## config.mk

```make
export PLATFORM = sky130hd
export DESIGN_NAME = cp0_exc_requester
export DESIGN_NICKNAME = d
export VERILOG_FILES = /design/src/rtl/cp0_pkg.sv /design/src/rtl/cp0_irq_latch.sv /design/src/rtl/cp0_exc_requester.sv
export SDC_FILE = /design/constraint.sdc
export NUM_CORES = 1
export LEC_CHECK = 0
export CAP_MARGIN = 20
export CORE_MARGIN = 2
export CORE_UTILIZATION = 31
export CTS_CLUSTER_SIZE = 10
export DETAILED_ROUTE_END_ITERATION = 6
export GPL_TIMING_DRIVEN = 0
export PLACE_DENSITY = 0.76
export SETUP_SLACK_MARGIN = 0.2
export SKIP_CTS_REPAIR_TIMING = 1
export SLEW_MARGIN = 20
export SYNTH_ARGS = -nofsm -noshare
export SYNTH_HDL_FRONTEND = slang
export SYNTH_SLANG_ARGS = --single-unit
```

## constraint.sdc

```tcl
create_clock -name clock_in -period 1.49 [get_ports clock_in]
set_input_delay 0.298 -clock clock_in [delete_from_list [all_inputs] [get_ports clock_in]]
set_output_delay 0.298 -clock clock_in [all_outputs]
set_load 0.02 [all_outputs]
```

## src/rtl/cp0_pkg.sv

```systemverilog
// Shared definitions for the CP0 exception requester: ExcCodes, status enable
// bit positions, sequencer states, exc_signal encodings and the sync priority pick.
package cp0_pkg;

  localparam logic [3:0] EXC_INT = 4'd0;
  localparam logic [3:0] EXC_SYS = 4'd8;
  localparam logic [3:0] EXC_BP  = 4'd9;
  localparam logic [3:0] EXC_OV  = 4'd12;
  localparam logic [3:0] EXC_TR  = 4'd13;

  localparam int EN_INT = 0;
  localparam int EN_SYS = 1;
  localparam int EN_BP  = 2;
  localparam int EN_TR  = 3;
  localparam int EN_OV  = 4;

  localparam int FLAG_SYS = 0;
  localparam int FLAG_BP  = 1;
  localparam int FLAG_TR  = 2;
  localparam int FLAG_OV  = 3;

  localparam logic [1:0] SIG_NONE   = 2'b00;
  localparam logic [1:0] SIG_ENTRY  = 2'b10;
  localparam logic [1:0] SIG_RETURN = 2'b01;

  typedef enum logic [1:0] {
    IDLE    = 2'd0,
    ENTER   = 2'd1,
    HANDLER = 2'd2,
    RETURN  = 2'd3
  } exc_state_e;

  typedef struct packed {
    logic       hit;
    logic [3:0] code;
  } exc_req_t;

  // Highest-priority enabled synchronous exception: Ov, Tr, Sys, Bp.
  function automatic exc_req_t pick_sync(input logic [3:0] flags, input logic [4:0] en);
    exc_req_t req;
    req.hit  = 1'b1;
    req.code = EXC_INT;
    if (flags[FLAG_OV] && en[EN_OV])        req.code = EXC_OV;
    else if (flags[FLAG_TR] && en[EN_TR])   req.code = EXC_TR;
    else if (flags[FLAG_SYS] && en[EN_SYS]) req.code = EXC_SYS;
    else if (flags[FLAG_BP] && en[EN_BP])   req.code = EXC_BP;
    else                                    req.hit  = 1'b0;
    return req;
  endfunction

endpackage

```

## src/rtl/cp0_irq_latch.sv

```systemverilog
// Pending hardware-interrupt register: level-set bits, cleared one at a time
// (lowest-numbered first) when the sequencer takes an interrupt.
module cp0_irq_latch
  import cp0_pkg::*;
(
  input  logic       clock_in,
  input  logic       reset,
  input  logic [5:0] irq,
  input  logic       take,
  output logic       any_pending
);

  logic [5:0] pending;
  logic [5:0] lowest;

  // Two's-complement trick isolates the lowest set bit.
  assign lowest      = pending & (~pending + 6'd1);
  assign any_pending = |pending;

  // NOTE: sequential state is written with non-blocking assignments so every
  // register samples pre-edge values regardless of block evaluation order.
  always_ff @(posedge clock_in or negedge reset) begin
    if (!reset) begin
      pending <= '0;
    end else begin
      pending <= (pending & ~(take ? lowest : 6'd0)) | irq;
    end
  end

endmodule

```

## src/rtl/cp0_exc_requester.sv

```systemverilog
// Exception/interrupt request sequencer feeding CP0 exc_signal, cause and pc.
// Define CP0_IRQ_EN to compile in the interrupt pending register and Int path.
module cp0_exc_requester
  import cp0_pkg::*;
(
  input  logic        clock_in,
  input  logic        reset,
  input  logic        inst_valid,
  input  logic [31:0] inst_pc,
  input  logic [3:0]  exc_flags,
  input  logic        eret,
  input  logic [5:0]  irq,
  input  logic [31:0] status,
  output logic [1:0]  exc_signal,
  output logic [3:0]  cause,
  output logic [31:0] exc_pc,
  output logic        stall,
  output logic        flush,
  output logic        exc_dropped
);

  exc_state_e  state;
  exc_req_t    sync_req;
  logic        irq_req;
  logic [31:0] int_pc;

  assign sync_req = pick_sync(inst_valid ? exc_flags : 4'b0000, status[4:0]);

`ifdef CP0_IRQ_EN
  logic        irq_any;
  logic        irq_take;
  logic [31:0] last_pc;
  logic        unused_status;

  assign unused_status = ^status[31:5];
  assign irq_req  = irq_any && status[EN_INT];
  // Int is lowest priority: only taken when no synchronous exception wins.
  assign irq_take = (state == IDLE) && !sync_req.hit && irq_req;
  assign int_pc   = inst_valid ? inst_pc : last_pc;

  cp0_irq_latch u_irq_latch (
    .clock_in    (clock_in),
    .reset       (reset),
    .irq         (irq),
    .take        (irq_take),
    .any_pending (irq_any)
  );

  always_ff @(posedge clock_in or negedge reset) begin
    if (!reset)          last_pc <= '0;
    else if (inst_valid) last_pc <= inst_pc;
  end
`else
  logic unused_inputs;

  assign unused_inputs = ^{irq, status[31:5], status[EN_INT]};
  assign irq_req       = 1'b0;
  assign int_pc        = '0;
`endif

  always_ff @(posedge clock_in or negedge reset) begin
    if (!reset) begin
      state       <= IDLE;
      exc_signal  <= SIG_NONE;
      cause       <= '0;
      exc_pc      <= '0;
      stall       <= 1'b0;
      flush       <= 1'b0;
      exc_dropped <= 1'b0;
    end else begin
      // Pulse outputs default low; cause/exc_pc hold their last latched value.
      exc_signal  <= SIG_NONE;
      stall       <= 1'b0;
      flush       <= 1'b0;
      exc_dropped <= 1'b0;
      unique case (state)
        IDLE: begin
          if (sync_req.hit) begin
            state      <= ENTER;
            exc_signal <= SIG_ENTRY;
            stall      <= 1'b1;
            flush      <= 1'b1;
            cause      <= sync_req.code;
            exc_pc     <= inst_pc;
          end else if (irq_req) begin
            state      <= ENTER;
            exc_signal <= SIG_ENTRY;
            stall      <= 1'b1;
            flush      <= 1'b1;
            cause      <= EXC_INT;
            exc_pc     <= int_pc;
          end
        end
        ENTER: state <= HANDLER;
        HANDLER: begin
          // No nesting: an enabled sync request here is discarded, even alongside eret.
          exc_dropped <= sync_req.hit;
          if (eret) begin
            state      <= RETURN;
            exc_signal <= SIG_RETURN;
            stall      <= 1'b1;
            flush      <= 1'b1;
          end
        end
        RETURN: state <= IDLE;
        default: state <= IDLE;
      endcase
    end
  end

endmodule

```

==> metrics.yaml <==
run_status:
  status: "finished with violations"
  violations: "setup timing"
pwr:
  power_frac_clock_pct: 11.6
  vdd_drop_max_mv: 0.874
  p_comb_share_pct: 56.8
  fin_total_pwr_mw: 6.08
  pwr-share-seq_pct: 31.6
  leakage_nw: 1.80
  p_switching_mw: 2.07
  p_int_mw: 4.01
  swShare_pct: 34.0
  powerDensity_mw_per_mm2: 1950
clock_tree:
  clock-root-buffer: "clkbuf_8"
  clkTransAtPathRegs_ns: 0.08
  cts_tree: "yes"
  htree_levels: 2
  clk-insertion-delay-late_ns: 0.29
  cts_num_sinks: 41
  cts_buffer_depth: 2
  cts_buffers: 5
routing:
  drc: 0
  wirelength_um: 4380
  drtIter0Drc: 21
  dr.pass1.iters: 3
  avgRoutedWirePerCell_um: 15.6
  ant_nets: 0
  route.vias.total: 1247
  via_per_inst: 4.44
synthesis:
  synth.top_cell.area_share_pct: 61.7
  syn_inst: 105
  yosysMostFrequentCell: "dfrtp_1"
  syn-cell-area_mm2: 0.00166
  ys_async_sr_fraction_pct: 100
  synth_top_area_cell: "dfrtp_1"
  synth_commonest_cells: "41 x dfrtp_1, 19 x mux2_2, 14 x mux2_4"
  synthFlopType: "dfrtp_1"
  synth-seq-cells: 41
  synth_cell_type_count: 21
  synth_seq_area_share_pct: 61.7
  synth_nets: 185
  synth_edf_count: 0
  synth.area.top_cells: "dfrtp_1 62%, mux2_2 13%, mux2_4 13%"
  syn_area_per_cell_um2: 15.8
  yosysWarnings: 0
timing:
  max_freq_ghz: 0.654
  whs_ns: 0.366
  fin_setup_tns_ns: -0.641
  setup_viol: 30
  slew_violations: 0
  fin_skew_ns: 0.00569
  fin_crit_sh_pct: 103
  rsz0062_at_grt: "yes"
  min_period_ns: 1.53
  finalHoldViolCount: 0
  layout_setup_ws_ns: -0.0396
setup_path:
  crit_path_end_kind: "register"
  worstPathArrival_ns: 1.71
  worstPathMaxFanout: 6
  crit_path_start_kind: "register"
  critPathKind: "reg2reg"
  required_ns: 1.67
floorplan:
  die-area_mm2: 0.00597
  dieHeight_um: 77.2
  row_count: 26
  initial_core_util_pct: 32.4
  coreArea_mm2: 0.00514
  pin_count: 119
  die_w_um: 77.2
grt:
  grt_max_degree: 32
  antenna_found_initial: 0
  grtUsageTotal_pct: 13.0
  grt_pass1_vias: 1264
  grt_pass1_wl_um: 6040
  grt-ovfl-total: 0
finish:
  fin_area_mm2: 0.00312
  nets: 290
  antenna_cells: 0
  fin_cells: 281
  layout-drive-gt1-share_pct: 34.6
  fin_util_pct: 60.7
  area_growth_pct: 87.7
placed_design:
  portBuffers: 83
  postPlaceCellArea_mm2: 0.00261
  place.gp.congestion: 0.712
  preCtsSetupSlack_ns: -0.508
  hpwlAfterDp_um: 2670
  dpl.cell_count: 259
hold_path:
  hold_path.class: "in2reg"
flow_run:
  max-cap-violations: 0
sequential cells by signal (all words and copies together) (netlist names):
register	cells
cause	3
exc_dropped	1
exc_pc	32
exc_signal	2
flush	1
state	2
cells in the final DEF, fill, tap and decap left out, drive strengths merged, types with 2 or more instances in the layout:
cell type,instances
nand2,2
inv,5
o21ai,3
dlymetal6s2s,47
buf,19
clkbuf,9
ha,2
mux2,33
clkdlybuf4s50,34
or2,2
a22o,2
clkinv,2
dfrtp,41
worst max-delay path, cell delays in order, from the launching register on:
cell and delay, ns:
dfrtp_1 0.42, inv_2 0.07, ha_4 0.17, o211a_4 0.15, buf_8 0.14, buf_8 0.13, buf_6 0.12, or2_4 0.21
power by group through the flow:
| stage | Clock [mW] | Sequential, mW | Combinational, mW |
|---|---|---|---|
| after detailed placement | 0 | 1.92 | 2.93 |
| final | 0.706 | 1.92 | 3.46 |
| after global placement | 0 | 1.91 | 2.89 |
| after floorplan | 0 | 2.55 | 0.949 |
| after global routing | 0.776 | 1.99 | 3.66 |
| after CTS | 0.730 | 1.92 | 2.94 |
cell families (layout without fill, tap and decap cells):
| logic type | Yosys count | in the layout | synth area share, % |
|---|---|---|---|
| AO/OA/AOI/OAI | 9 | 9 | 4.21 |
| adder cells (fa/ha/maj) | 2 | 2 | 1.50 |
| buffers and inverters | 11 | 117 | 4.36 |
| flip-flops | 41 | 41 | 61.7 |
| multiplexers | 33 | 33 | 25.5 |
| other | 1 | 1 | 0.226 |
| AND/OR/NAND/NOR | 8 | 8 | 2.48 |
final cells by class:
cell class / count / area [um^2]
tap: 70 / 87.6
fill: 418 / 2020
timing repair buffer: 98 / 1130
multi-input combinational: 53 / 698
inverter: 5 / 18.8
buffer: 6 / 80.1
clock buffer: 6 / 72.6
clock inverter: 2 / 10.0
sequential: 41 / 1030
routing by layer:
| metal | routed length [um] | track usage (%) | vias to the layer above | share of wire [%] |
|---|---|---|---|---|
| li1 | - | - | 574 | - |
| met1 | 1900 | 16.9 | 612 | 43 |
| met2 | 2120 | 19.8 | 55 | 48 |
| met3 | 304 | 5.18 | 6 | 6.9 |
| met4 | 51 | 4.29 | 0 | 1.2 |
| met5 | 0 | 0 | - | 0 |
final timing paths:
| kind | start | to | slack (ns) | depth (start not counted) |
|---|---|---|---|---|
| setup / recovery | state[1] | flush | -0.04 | 7 |
| hold / removal | exc_flags[3] | cause[0] | 0.37 | 4 |
| setup reg to reg | state[1] | flush | -0.04 | 7 |
| hold reg to reg | cause[3] | cause[3] | 0.49 | 1 |
| max in group asynchronous | reset | exc_pc[31] | 0.62 | 3 |
| min in group asynchronous | reset | exc_pc[7] | 0.41 | 2 |
No activity file was read; power rests on OpenSTA's default activity.
